===== src/rtl/if_instr_queue.sv =====
// rtl/if_instr_queue.sv - fetch-to-ID instruction queue (FIFO of fetched entries)
// Optional same-cycle IF-to-ID bypass on an empty queue: define IQ_BYPASS_EN.
module if_instr_queue #(
  parameter int DEPTH  = 8,
  parameter int EXC_W  = 8,
  parameter int PRED_W = 34
) (
  input  logic                   clk,
  input  logic                   rst,
  input  logic                   IQ_Flush,
  input  logic                   IF_Valid,
  input  logic [31:0]            IF_Instr,
  input  logic [31:0]            IF_PC,
  input  logic [EXC_W-1:0]       IF_ExceptType,
  input  logic [PRED_W-1:0]      IF_PResult,
  output logic                   IQ_Ready,
  input  logic                   ID_Wr,
  output logic                   IQ_Valid,
  output logic [31:0]            IQ_Instr,
  output logic [31:0]            IQ_PC,
  output logic [EXC_W-1:0]       IQ_ExceptType,
  output logic [PRED_W-1:0]      IQ_PResult,
  output logic [$clog2(DEPTH):0] IQ_Count
);

  localparam int AW = $clog2(DEPTH);

  logic [AW:0]        wr_ptr;
  logic [AW:0]        rd_ptr;
  logic [AW-1:0]      wr_idx;
  logic [AW-1:0]      rd_idx;

  logic [31:0]        instr_mem [DEPTH];
  logic [31:0]        pc_mem    [DEPTH];
  logic [EXC_W-1:0]   exc_mem   [DEPTH];
  logic [PRED_W-1:0]  pred_mem  [DEPTH];

  logic empty;
  logic full;
  logic q_valid;
  logic bypass_hit;
  logic bypass_take;
  logic enq;
  logic deq;

  assign wr_idx  = wr_ptr[AW-1:0];
  assign rd_idx  = rd_ptr[AW-1:0];

  // Extra pointer MSB distinguishes full from empty when the indices match.
  assign empty   = (wr_ptr == rd_ptr);
  assign full    = (wr_idx == rd_idx) && (wr_ptr[AW] != rd_ptr[AW]);
  assign q_valid = !empty;

  // Ready depends only on pointer state, never on ID_Wr.
  assign IQ_Ready = !full;
  assign IQ_Count = wr_ptr - rd_ptr;

`ifdef IQ_BYPASS_EN
  assign bypass_hit  = empty && IF_Valid && !IQ_Flush;
  assign bypass_take = bypass_hit && ID_Wr;
`else
  assign bypass_hit  = 1'b0;
  assign bypass_take = 1'b0;
`endif

  // A bypassed entry already consumed by ID must not also be stored.
  assign enq = IF_Valid && IQ_Ready && !IQ_Flush && !bypass_take;
  assign deq = ID_Wr && q_valid && !IQ_Flush;

  always_ff @(posedge clk or posedge rst) begin
    if (rst) begin
      wr_ptr <= '0;
      rd_ptr <= '0;
    end else if (IQ_Flush) begin
      wr_ptr <= '0;
      rd_ptr <= '0;
    end else begin
      if (enq) wr_ptr <= wr_ptr + 1'b1;
      if (deq) rd_ptr <= rd_ptr + 1'b1;
    end
  end

  // Entry RAM is never cleared; validity comes only from the pointers.
  always_ff @(posedge clk) begin
    if (enq) begin
      instr_mem[wr_idx] <= IF_Instr;
      pc_mem[wr_idx]    <= IF_PC;
      exc_mem[wr_idx]   <= IF_ExceptType;
      pred_mem[wr_idx]  <= IF_PResult;
    end
  end

  // Invalid head reads as an all-zero bubble (NOP).
  always_comb begin
    IQ_Valid      = 1'b0;
    IQ_Instr      = '0;
    IQ_PC         = '0;
    IQ_ExceptType = '0;
    IQ_PResult    = '0;
    if (bypass_hit) begin
      IQ_Valid      = 1'b1;
      IQ_Instr      = IF_Instr;
      IQ_PC         = IF_PC;
      IQ_ExceptType = IF_ExceptType;
      IQ_PResult    = IF_PResult;
    end else if (q_valid) begin
      IQ_Valid      = 1'b1;
      IQ_Instr      = instr_mem[rd_idx];
      IQ_PC         = pc_mem[rd_idx];
      IQ_ExceptType = exc_mem[rd_idx];
      IQ_PResult    = pred_mem[rd_idx];
    end
  end

endmodule


===== config.mk =====
export PLATFORM = sky130hd
export DESIGN_NAME = if_instr_queue
export DESIGN_NICKNAME = d
export VERILOG_FILES = /design/src/rtl/if_instr_queue.sv
export SDC_FILE = /design/constraint.sdc
export NUM_CORES = 1
export LEC_CHECK = 0
export CAP_MARGIN = 20
export CELL_PAD_IN_SITES_DETAIL_PLACEMENT = 1
export CELL_PAD_IN_SITES_GLOBAL_PLACEMENT = 2
export CORE_ASPECT_RATIO = 0.9
export CORE_MARGIN = 2
export CORE_UTILIZATION = 47
export CTS_CLUSTER_DIAMETER = 30
export CTS_CLUSTER_SIZE = 10
export DETAILED_ROUTE_END_ITERATION = 7
export PLACE_DENSITY = 0.85
export SLEW_MARGIN = 20
export SYNTH_ARGS = -nofsm -noshare
export SYNTH_HDL_FRONTEND = slang
export SYNTH_SLANG_ARGS = --single-unit

===== constraint.sdc =====
create_clock -name clk -period 16.4 [get_ports clk]
set_clock_uncertainty 0.1 [all_clocks]
set_input_delay 3.28 -clock clk [delete_from_list [all_inputs] [get_ports clk]]
set_output_delay 3.28 -clock clk [all_outputs]
set_load 0.1 [all_outputs]

==> impl_metrics.yaml <==
route:
  drtAntennaViolNets: 0
  first_pass_iters: 5
  via_per_inst: 5.77
  wirelength_um: 74900
  num_vias: 15200
  wire_per_inst_um: 28.5
  route.detailed.drc: 0
  drtIter0Drc: 1251
layout:
  drive_above_1_share_pct: 28.0
  nets: 1756
  area_growth_pct: 25.6
  stdcell_area_um2: 40400
  n_fill_cell: 5432
critical_path:
  startpoint_type: "register"
  worstReg2RegEnd: "pc_mem[6][18]"
  required_ps: 13020
  worstSetupPathType: "reg2out"
  crit_fanout: 43
  critical_path.cell_chain: "buf_4 -> buf_4 -> mux4_2 -> a22o_1 -> clkdlybuf4s50_1"
  cp.arrival_ps: 5140
  cp_num_buf_inv: 3
  cpMaxStageDelayCell: "clkdlybuf4s50_1"
  path_delay_family: "buffers and inverters"
  endpoint_kind: "output pin"
  critPathMostFrequentCell: "buf_4"
  r2r_start: "rd_ptr[1]"
  critical-path-max-stage-delay_ps: 970
  regToRegSetupSlack_ps: 12150
  ff2ff_path_depth: 7
worst_hold_path:
  hold_path_class: "reg2reg"
  hold_end: "rd_ptr[3]"
  min_from: "rd_ptr[3]"
  min_path_cells: 2
synth:
  synth_warnings: 0
  synth_cells: 1311
  yosys_most_used_dff: "edfxtp_1"
  synth-edff-count: 848
  synth_seq_cells: 856
  async_reset_ff_share_pct: 0.935
  synth.net_count: 1428
  syn_area_per_cell_um2: 24.5
  yosysSeqAreaShare_pct: 79.8
  yosys.cell_types.count: 32
  syn_area_um2: 32200
die:
  die_y_um: 252
  ioPinCount: 223
  initial_utilization_pct: 47.8
  rows: 90
  die_area_um2: 70600
  core-area_um2: 67300
  die_x_um: 280
timing:
  tns_ps: 0
  fmax_mhz: 117
  tightest_slew_ps: 1090
  post-route-period-util_pct: 51.9
  hold_violations: 0
  setup_viol: 0
  max_slew_margin_pct: 27.2
  period_minus_slack_ps: 8520
  final_max_slew_viol_count: 0
  rsz0062_at_grt: "false"
power_and_ir_drop:
  power_uw: 6990
  pwr-share-comb_pct: 21.8
  pwr-share-clk_pct: 42.8
  seq_power_share_pct: 35.4
  swShare_pct: 30.6
  p_per_area_nw_per_um2: 173
  switchingPower_uw: 2140
  ir_worst_vdd_mv: 0.123
  p_int_uw: 4850
  cellLeakagePower_uw: 0.0129
global_route:
  grt_pass1_wl_um: 111000
  grt_pass1_vias: 16800
  gr-total-overflow: 0
  antenna_found_initial: 16
  grtUsageTotal_pct: 21.8
  grt_start_max_net_pins: 74
clock_network:
  htree_levels: 4
  clk_pin_slew_ps: 50
  cts_setup_buffers: 0
  cts_root_buf: "clkbuf_16"
  clkLatencyLatePin_ps: 700
  cts_resized: 0
  cts_buffers: 145
  cts_tree: "yes"
  clk_path_buf_depth: 3
  cts.sinks: 856
  hold_buffers: 0
placed_design:
  dp_hpwl_um: 41100
  port_buffers: 222
  gp_congestion: 0.735
  place_area_um2: 35500
run_status:
  status: "finished, final reports clean"
run:
  drv_cap: 0
[power by group through the flow]
stage	logic, µW	registers, µW	clock network [µW]
after floorplan	1180	2500	0
after global placement	1510	2510	0
after detailed placement	1530	2520	0
after CTS	1550	2470	3030
after global routing	1590	2480	3130
final	1530	2470	2990
[layout by cell type, fill, tap and decap left out, drive strengths merged, types with 8 or more instances in the layout]
cell           instances
mux4                 212
bufinv                17
a22o                 106
buf                   33
clkdlybuf4s50        222
clkbuf               162
edfxtp               848
clkinvlp              13
inv                   20
clkinv                56
dfrtp                  8
[logic make-up after synthesis]
kind of cell	after synthesis	share of synthesized area [%]
fa+ha+maj	6	0.257
flops	856	79.8
buf+inv	82	1.23
xor+xnor	10	0.296
mux	213	14.9
simple gates	27	0.432
compound gates	117	3.16
[cell usage after synthesis, types with 2 or more instances]
cell / n / area share, %
edfxtp_1: 848 / 79
mux4_2: 212 / 15
a22o_1: 106 / 2.9
buf_2: 32 / 0.50
clkbuf_1: 29 / 0.34
buf_4: 9 / 0.21
dfrtp_1: 8 / 0.62
inv_1: 8 / 0.093
nor2_1: 7 / 0.082
xnor2_1: 6 / 0.16
ha_1: 5 / 0.19
a21oi_1: 4 / 0.062
nand2_1: 4 / 0.047
nor3_1: 4 / 0.062
xor2_1: 3 / 0.082
a21oi_4: 2 / 0.10
buf_1: 2 / 0.023
buf_6: 2 / 0.070
nand2b_1: 2 / 0.039
nand3_1: 2 / 0.031
nand4_1: 2 / 0.039
nor4_1: 2 / 0.039
nor4b_1: 2 / 0.054
o211ai_1: 2 / 0.047
[flip-flops by register name, indices dropped and copies added, names as in the netlist]
name,count
pc_mem,256
pred_mem,272
wr_ptr,4
instr_mem,256
rd_ptr,4
exc_mem,64
[metrics by stage]
| step | setup WS (ps) | utilization (%) | cells | hold WS (ps) |
|---|---|---|---|---|
| 2_1_floorplan | 829 | - | 1311 | 494 |
| 3_3_place_gp | 8080 | 52.6 | 2362 | 515 |
| 3_5_place_dp | 8160 | 52.7 | 2366 | 547 |
| 4_1_cts | 7410 | 60.0 | 2626 | 561 |
| 5_1_grt | 7450 | 60.0 | 2628 | 571 |
| 6_report | 7880 | 60.0 | 2631 | 559 |
[per-layer routing]
metal,routed length [µm],vias to the layer above,part of all wire [%],global-route usage [%]
met1,29800,8049,40,28.4
li1,-,6415,-,-
met3,5360,138,7.2,6.34
met2,38200,545,51,35.7
met4,1510,24,2.0,7.23
met5,144,-,0.19,0
[worst max path at each step]
stage                    from                to  depth (start not counted)
floorplan            IQ_Flush     exc_mem[4][0]                          3
global placement    rd_ptr[1]     IQ_PResult[8]                          7
detailed placement  rd_ptr[0]       IQ_Instr[7]                          5
CTS                 rd_ptr[0]       IQ_Instr[7]                          5
global route        rd_ptr[0]          IQ_PC[1]                          5
finish              rd_ptr[0]  IQ_ExceptType[5]                          5
[worst min-delay path, delay by kind of cell (launching register included)]
kind | cells | cell delay [ps]
flip-flops | 1 | 430
AND/OR/NAND/NOR | 1 | 40
XOR/XNOR | 1 | 150
[area by class of cell]
type / count / area, µm² / area share (%)
clock buffers: 162 / 3800 / 9.40
flip-flops and latches: 856 / 25700 / 63.5
diodes: 5 / 12.5 / 0.0310
inverters: 8 / 30.0 / 0.0743
repair buffers: 255 / 2550 / 6.32
well taps: 874 / 1090 / 2.71
multi-input cells: 373 / 6160 / 15.3
clock inverters: 98 / 1080 / 2.68
(Power assumes the default switching activity.)
